===== src/rtl/pc_seq_if.sv =====
// pc_seq_if -- control/bus bundle between the control FSM, the PC sequencer
// and instruction memory.
//
// Signals:
//   i_en        advance strobe from the control FSM
//   i_op        operation select (3 bits), valid when i_en=1
//   i_addr      absolute target for JUMP and CALL
//   i_offset    two's-complement BRANCH offset
//   i_flag_clr  clears the sticky overflow/underflow flags
//   o_addr_pc   current program counter
//   o_ras_empty return-address stack holds no entries
//   o_ras_full  return-address stack holds RAS_DEPTH entries
//   o_ovf       sticky: CALL while the stack was full
//   o_unf       sticky: RET while the stack was empty
//
// Modports: master = control side (drives i_*), slave = pc_seq (drives o_*).
interface pc_seq_if #(
    parameter int AW = 8
);
    logic          i_en;
    logic [2:0]    i_op;
    logic [AW-1:0] i_addr;
    logic [AW-1:0] i_offset;
    logic          i_flag_clr;
    logic [AW-1:0] o_addr_pc;
    logic          o_ras_empty;
    logic          o_ras_full;
    logic          o_ovf;
    logic          o_unf;

    modport master (
        output i_en, i_op, i_addr, i_offset, i_flag_clr,
        input  o_addr_pc, o_ras_empty, o_ras_full, o_ovf, o_unf
    );

    modport slave (
        input  i_en, i_op, i_addr, i_offset, i_flag_clr,
        output o_addr_pc, o_ras_empty, o_ras_full, o_ovf, o_unf
    );
endinterface


===== src/rtl/pc_seq.sv =====
// pc_seq -- program-counter sequencer for the bit-serial core.
//
// Sequences the instruction address register with HOLD, INCR, JUMP, BRANCH,
// CALL and RET. CALL/RET use a circular return-address stack (RAS).
//
// Ports:
//   i_clk  rising-edge clock
//   i_rst  asynchronous reset, active-high
//   bus    pc_seq_if.slave (op/enable/targets in, PC and RAS status out)
//
// Optional feature: define PC_SEQ_RAS_EN to build the return-address stack
// and the o_ovf/o_unf flags. Without it, CALL behaves as JUMP, RET as HOLD,
// o_ras_empty=1, o_ras_full=o_ovf=o_unf=0 and i_flag_clr is ignored.
module pc_seq #(
    parameter int AW        = 8,
    parameter int STEP      = 1,
    parameter int RAS_DEPTH = 4,
    parameter int RST_ADDR  = 0
) (
    input  logic     i_clk,
    input  logic     i_rst,
    pc_seq_if.slave  bus
);
    localparam logic [2:0] OP_INCR   = 3'b001;
    localparam logic [2:0] OP_JUMP   = 3'b010;
    localparam logic [2:0] OP_BRANCH = 3'b011;
    localparam logic [2:0] OP_CALL   = 3'b100;
    localparam logic [2:0] OP_RET    = 3'b101;

    localparam logic [AW-1:0] STEP_V = AW'(STEP);
    localparam logic [AW-1:0] RST_V  = AW'(RST_ADDR);

    // Modulo-2^AW add of a signed offset; wrap-around is silent by design.
    function automatic logic [AW-1:0] add_offset(input logic [AW-1:0] base,
                                                 input logic signed [AW-1:0] off);
        return base + $unsigned(off);
    endfunction

    logic [AW-1:0]        pc;
    logic [AW-1:0]        pc_step;
    logic [AW-1:0]        pc_branch;
    logic signed [AW-1:0] offset_s;

    assign offset_s      = bus.i_offset;
    assign pc_step       = pc + STEP_V;
    assign pc_branch     = add_offset(pc, offset_s);
    assign bus.o_addr_pc = pc;

`ifdef PC_SEQ_RAS_EN
    localparam int            PW      = (RAS_DEPTH > 1) ? $clog2(RAS_DEPTH) : 1;
    localparam logic [PW:0]   DEPTH_V = (PW+1)'(RAS_DEPTH);
    localparam logic [PW:0]   CNT_ONE = (PW+1)'(1);
    localparam logic [PW-1:0] WP_ONE  = PW'(1);

    logic [AW-1:0] ras_mem [RAS_DEPTH];
    logic [PW-1:0] wp;
    logic [PW-1:0] wp_dec;
    logic [PW:0]   cnt;
    logic          ras_empty;
    logic          ras_full;
    logic          do_call;
    logic          do_ret;
    logic          ovf;
    logic          unf;

    assign ras_empty = (cnt == '0);
    assign ras_full  = (cnt == DEPTH_V);
    assign do_call   = bus.i_en && (bus.i_op == OP_CALL);
    assign do_ret    = bus.i_en && (bus.i_op == OP_RET);
    assign wp_dec    = wp - WP_ONE;

    // Stack storage carries no reset; entries are only read once pushed.
    // When full, wp already points at the oldest entry, so the push
    // overwrites it.
    always_ff @(posedge i_clk) begin
        if (do_call)
            ras_mem[wp] <= pc_step;
    end

    always_ff @(posedge i_clk or posedge i_rst) begin
        if (i_rst) begin
            wp  <= '0;
            cnt <= '0;
            ovf <= 1'b0;
            unf <= 1'b0;
        end else begin
            if (do_call) begin
                wp <= wp + WP_ONE;
                if (!ras_full)
                    cnt <= cnt + CNT_ONE;
            end else if (do_ret && !ras_empty) begin
                wp  <= wp_dec;
                cnt <= cnt - CNT_ONE;
            end
            // A new error in the same cycle as a clear leaves the flag set.
            if (do_call && ras_full)
                ovf <= 1'b1;
            else if (bus.i_flag_clr)
                ovf <= 1'b0;
            if (do_ret && ras_empty)
                unf <= 1'b1;
            else if (bus.i_flag_clr)
                unf <= 1'b0;
        end
    end

    assign bus.o_ras_empty = ras_empty;
    assign bus.o_ras_full  = ras_full;
    assign bus.o_ovf       = ovf;
    assign bus.o_unf       = unf;
`else
    logic unused_flag_clr;
    logic [31:0] unused_depth;

    assign unused_flag_clr = bus.i_flag_clr;
    assign unused_depth    = RAS_DEPTH;

    assign bus.o_ras_empty = 1'b1;
    assign bus.o_ras_full  = 1'b0;
    assign bus.o_ovf       = 1'b0;
    assign bus.o_unf       = 1'b0;
`endif

    always_ff @(posedge i_clk or posedge i_rst) begin
        if (i_rst) begin
            pc <= RST_V;
        end else if (bus.i_en) begin
            case (bus.i_op)
                OP_INCR:   pc <= pc_step;
                OP_JUMP:   pc <= bus.i_addr;
                OP_BRANCH: pc <= pc_branch;
                OP_CALL:   pc <= bus.i_addr;
`ifdef PC_SEQ_RAS_EN
                // An empty-stack return falls through to the next address.
                OP_RET:    pc <= ras_empty ? pc_step : ras_mem[wp_dec];
`endif
                default:   pc <= pc;
            endcase
        end
    end
endmodule


===== src/flat_wrapper.sv =====
// flat-port wrapper written by rule: the top's interface ports become plain ports
module pc_seq_flat 
#(
    parameter int AW        = 8,
    parameter int STEP      = 1,
    parameter int RAS_DEPTH = 4,
    parameter int RST_ADDR  = 0
)
  (i_clk, i_rst, bus_i_en, bus_i_op, bus_i_addr, bus_i_offset, bus_i_flag_clr, bus_o_addr_pc, bus_o_ras_empty, bus_o_ras_full, bus_o_ovf, bus_o_unf);
  pc_seq_if #(.AW(AW)) bus_i ();
  input  logic i_clk;
  input  logic i_rst;
  input wire logic [$bits(bus_i.i_en)-1:0] bus_i_en;
  input wire logic [$bits(bus_i.i_op)-1:0] bus_i_op;
  input wire logic [$bits(bus_i.i_addr)-1:0] bus_i_addr;
  input wire logic [$bits(bus_i.i_offset)-1:0] bus_i_offset;
  input wire logic [$bits(bus_i.i_flag_clr)-1:0] bus_i_flag_clr;
  output wire logic [$bits(bus_i.o_addr_pc)-1:0] bus_o_addr_pc;
  output wire logic [$bits(bus_i.o_ras_empty)-1:0] bus_o_ras_empty;
  output wire logic [$bits(bus_i.o_ras_full)-1:0] bus_o_ras_full;
  output wire logic [$bits(bus_i.o_ovf)-1:0] bus_o_ovf;
  output wire logic [$bits(bus_i.o_unf)-1:0] bus_o_unf;
  assign bus_i.i_en = bus_i_en;
  assign bus_i.i_op = bus_i_op;
  assign bus_i.i_addr = bus_i_addr;
  assign bus_i.i_offset = bus_i_offset;
  assign bus_i.i_flag_clr = bus_i_flag_clr;
  assign bus_o_addr_pc = bus_i.o_addr_pc;
  assign bus_o_ras_empty = bus_i.o_ras_empty;
  assign bus_o_ras_full = bus_i.o_ras_full;
  assign bus_o_ovf = bus_i.o_ovf;
  assign bus_o_unf = bus_i.o_unf;
  pc_seq #(.AW(AW), .STEP(STEP), .RAS_DEPTH(RAS_DEPTH), .RST_ADDR(RST_ADDR)) u_core (.i_clk(i_clk), .i_rst(i_rst), .bus(bus_i));
endmodule

===== config.mk =====
export PLATFORM = sky130hd
export DESIGN_NAME = pc_seq_flat
export DESIGN_NICKNAME = d
export VERILOG_FILES = /design/src/rtl/pc_seq_if.sv /design/src/rtl/pc_seq.sv /design/src/flat_wrapper.sv
export SDC_FILE = /design/constraint.sdc
export NUM_CORES = 1
export LEC_CHECK = 0
export ABC_AREA = 1
export CORE_MARGIN = 2
export CORE_UTILIZATION = 46
export DETAILED_ROUTE_END_ITERATION = 16
export PLACE_DENSITY_LB_ADDON = 0.08
export SLEW_MARGIN = 20
export SYNTH_ARGS = -nofsm -noshare
export SYNTH_HDL_FRONTEND = slang
export SYNTH_SLANG_ARGS = --single-unit

===== constraint.sdc =====
create_clock -name i_clk -period 4.06 [get_ports i_clk]
set_input_delay 1.218 -clock i_clk [delete_from_list [all_inputs] [get_ports i_clk]]
set_output_delay 1.218 -clock i_clk [all_outputs]
set_load 0.02 [all_outputs]

* Word-level counts from Yosys, hierarchy flattened *
Cells that the tools add are included.

cells by class
  $add $sub $neg = 2
  eq/ne operators = 4
  reduce and logical (&&, ||, !) cells = 3
  mux-type cells = 1

operators by type and width
  cell                                                                    count
  8-bit one-hot mux with 3 select lines                                   1
  8-bit by 1-bit adder with 8-bit output (second input constant)          1
  8-bit adder                                                             1
  3-bit by 2-bit equality test with 1-bit output (second input constant)  2
  3-bit by 1-bit equality test with 1-bit output (second input constant)  1
  3-bit equality test (second input constant)                             1
  3-bit nonzero test                                                      1
  2-bit AND reduction                                                     1
  2-bit OR reduction                                                      1

storage, ports and cells
  register bits after elaboration = 8
  input bits = 23
  output and inout bits = 12
  word-level logic and storage cells = 11

* Logic depth before layout (Yosys ltp) *
  word-level depth = 4
  gate-level depth with buffers = 14
  gate-level depth less buffers = 14

* Least setup slack after synthesis *
Ideal clock, no wire load.

  path type = input port to flip-flop
  start = input port bus_i_op[0]
  end = register u_core.pc[4] (netlist: u_core.bus.o_addr_pc[4])
  setup slack = 1271 ps
  required time = 3944 ps
  buffers on the path = 0
  data arrival time = 2673 ps
  cell stages on the path = 13
  setup time = 116 ps
  cell sequence = nand2_1 -> nor2_1 -> inv_1 -> or2_1 -> ha_1 -> inv_1 -> fa_1 -> o21ai_0 -> nand2_1 -> xor2_1 -> nand2_1 -> nand2_1 -> nand2_1

on the way
  cells in the longest elaborated chain, start to end = 4
  elaborated cells between the ends (all ways) = 8
  those cells by class = eq/ne: 4; mux: 1; reduce/logical: 3

RTL lines
  what                                                                                          line                text
  start, declared                                                                               flat_wrapper.sv:14  input wire logic [$bits(bus_i.i_op)-1:0] bus_i_op;
  3-bit by 2-bit equality test with 1-bit output / 3-bit equality test (equally long branches)  pc_seq.sv:128       case (bus.i_op)
  2-bit OR reduction (no source line)                                                           -
  3-bit nonzero test (no source line)                                                           -
  2-bit AND reduction (no source line)                                                          -
  end signal, assigned                                                                          pc_seq.sv:129       OP_INCR: pc <= pc_step;
  end signal, assigned                                                                          pc_seq.sv:130       OP_JUMP: pc <= bus.i_addr;
  end signal, assigned                                                                          pc_seq.sv:131       OP_BRANCH: pc <= pc_branch;
  end, declared                                                                                 pc_seq.sv:39        logic [AW-1:0] pc;

Parallel ways exist; a longest one is shown, timed or not.
A chain may end at the register's enable or synchronous reset.

* Final worst setup path *
  start = input port bus_i_op[1]
  end = register u_core.pc[4] (netlist: u_core.bus.o_addr_pc[4])

Same word-level chain as after synthesis.

==> impl_metrics.csv <==
group,metric,value,unit
timing,period_minus_slack,3.28,ns
setup_path,crit_slowest_cell,"clkdlybuf4s50_1",
synthesis,synthDistinctLibCells,26,
synthesis,synth_compound_area_share,5.56,%
synthesis,synthCells,142,
setup_path,cp.arrival,3.43,ns
finish,nets,204,
detailed_routing,dr.first_iter.drc_count,11,
timing,slew_violations,0,
setup_path,end_kind,"flop",
finish,area_delta_synth_final,34.5,%
hold_path,hp-class,"flop to flop",
setup_path,crit_chain,"clkdlybuf4s50_1 > nand2_1 > nor2_1 > inv_1 > or2_1 > ha_1 > inv_1 > fa_1 > o21ai_0 > nand2_1 > xor2_1 > nand2_1 > nand2_1 > nand2_1",
detailed_routing,vias_per_cell,4.68,
clock_network,numCtsBuffers,3,
setup_path,cp-start-kind,"input port",
global_route,grt_max_degree,16,
synthesis,synthMuxAreaShare,0,%
setup_path,crit_top_cell,"nand2_1",
synthesis,ys_seq_area_share,22.3,%
placement,place_area,0.00119,mm2
placement,io_buffers,29,
detailed_routing,firstDrtPassIters,5,
clock_network,htreeDepth,1,
finish,drive_above_1_share,7.02,%
global_route,grt.total_usage,18.8,%
clock_network,cts_resized,0,
run,max_cap_viol_count,0,
detailed_routing,drc,0,
clock_network,clock_latency,0.26,ns
timing,setup_viol,0,
detailed_routing,wire_per_inst,9.97,um
die,num_rows,15,
clock_network,cts_setup_buffers,0,
timing,clock-skew-final,0.00225,ns
clock_network,cts.path.max_buffers,2,
die,initial_utilization,50.5,%
timing,max_freq,0.305,GHz
timing,finalHoldViolCount,0,
die,die_area,0.00233,mm2
timing,rsz0062_at_grt,"no",
synthesis,netlist_area,900,um2
synthesis,yosys_warnings,0,
power,ir_worst_vdd,0.246,mV
status,outcome,"finished clean",
setup_path,path_max_fanout,6,
setup_path,cp.required,4.22,ns
power,p_per_area,412,mW/mm2
clock_network,clk_pin_slew,0.06,ns
synthesis,syn_avg_cell_area,6.34,um2
die,die_h,48.2,um
die,io_pins,35,
clock_network,clockRootBuffer,"clkbuf_4",
detailed_routing,routed_wl,1960,um
finish,stdcell_area,0.00121,mm2
finish,diodes,0,
timing,tns,0,ns
die,die_w,48.2,um
clock_network,cts_tree,"done",
synthesis,synth-simple-area-share,41.6,%
clock_network,ctsHoldBuffers,0,
setup_path,critPathKind,"input port to flop",
synthesis,synth_xor_xnor_area_share,2.92,%
synthesis,synth-adder-area-share,12.0,%
synthesis,synth_seq_cells,8,
detailed_routing,dr_total_vias,917,
global_route,overflow,0,
placement,place_congestion,0.808,
global_route,grt_pass1_vias,797,
finish,largest_reg_flops,8,
timing,whs,0.517,ns
clock_network,clock_sinks,8,
setup_path,cp_slowest_stage_delay,0.47,ns
global_route,grt_pass1_wl,3020,um
synthesis,synth_top_family_by_area,"simple AND/OR/NAND/NOR gates",
global_route,antenna_found_initial,0,
finish,fill_cells,159,
die,core_area,0.00178,mm2
power,p_leak,0.660,nW
timing,fin_crit_sh,80.7,%
detailed_routing,ant_nets,0,
placement,dp_hpwl,1570,um
-- Yosys cell counts (all sizes together) --
| library cell | count | share of area, % |
|---|---|---|
| nand4 | 1 | 0.70 |
| nand3 | 11 | 7.5 |
| o21ai | 2 | 1.1 |
| nor2 | 20 | 8.9 |
| or2 | 3 | 2.1 |
| a31oi | 2 | 1.4 |
| nand2 | 47 | 22 |
| conb | 2 | 0.83 |
| xnor2 | 2 | 1.9 |
| fa | 1 | 2.2 |
| buf | 5 | 4.6 |
| o211ai | 1 | 0.83 |
| inv | 24 | 10 |
| xor2 | 1 | 0.97 |
| nand3b | 1 | 0.83 |
| a21oi | 4 | 2.2 |
| dfrtp | 8 | 22 |
| ha | 7 | 9.7 |
-- layout by cell type (no fill, tap or decap), drive strengths merged, types with 2 or more instances in the layout --
| master | count |
|---|---|
| dfrtp | 8 |
| nand3 | 11 |
| xnor2 | 2 |
| a21oi | 4 |
| a31oi | 2 |
| conb | 4 |
| o21ai | 2 |
| clkdlybuf4s50 | 29 |
| or2 | 3 |
| nor2 | 20 |
| nand2 | 47 |
| ha | 7 |
| clkbuf | 3 |
| inv | 24 |
-- stage by stage --
step / instances / setup WS, ns / util (%) / power (mW)
after CTS: 196 / 0.751 / 67.9 / 0.501
after floorplan: 144 / 1.27 / - / 0.329
after global placement: 193 / 0.494 / 66.6 / 0.425
after detailed placement: 193 / 0.477 / 66.6 / 0.432
after global routing: 196 / 0.572 / 67.9 / 0.544
final: 196 / 0.784 / 67.9 / 0.498
-- critical path: cells and delay by family --
kind,cells,cell delay (ns)
buffers and inverters,3,0.71
AND/OR/NAND/NOR,7,0.56
adder cells (fa/ha/maj),2,0.54
AO/OA/AOI/OAI,1,0.25
XOR/XNOR,1,0.14
-- area by class of cell --
cell class	count	area, um2	share of cell area (%)
clock buffers	3	22.5	1.86
inverters	24	92.6	7.65
multi-input cells	107	573	47.4
flip-flops and latches	8	200	16.5
well taps	25	31.3	2.59
repair buffers	29	290	24.0
-- path summary, 6_finish.rpt --
kind,end,cells past startpoint,slack (ns),from
max in group asynchronous,u_core.bus.o_addr_pc[2],2,2.60,i_rst
worst max register to register,u_core.bus.o_addr_pc[4],9,2.28,u_core.bus.o_addr_pc[0]
worst min-delay path,u_core.bus.o_addr_pc[6],2,0.52,u_core.bus.o_addr_pc[6]
worst max-delay path,u_core.bus.o_addr_pc[4],14,0.78,bus_i_op[1]
worst min register to register,u_core.bus.o_addr_pc[6],2,0.52,u_core.bus.o_addr_pc[6]
min in group asynchronous,u_core.bus.o_addr_pc[5],2,1.21,i_rst
-- power breakdown --
part	switching [mW]	total (mW)	internal (mW)
registers	0.0247	0.131	0.107
logic	0.159	0.300	0.141
clock network	0.0329	0.0672	0.0342
-- logic make-up (layout without fill, tap and decap cells) --
group,Yosys count,after routing
AO/OA/AOI/OAI,9,9
XOR/XNOR,3,3
adder cells (fa/ha/maj),8,8
buffers and inverters,29,56
flip-flops,8,8
other,2,4
AND/OR/NAND/NOR,83,83
-- metal layers --
metal,up-vias,global-route usage [%],part of all wire (%)
met2,29,33.9,49
li1,490,-,-
met4,0,5.41,0.56
met1,396,21.1,43
met3,2,5.93,7.0
met5,-,0,0
Note: power is estimated with default switching activity, not from simulation.
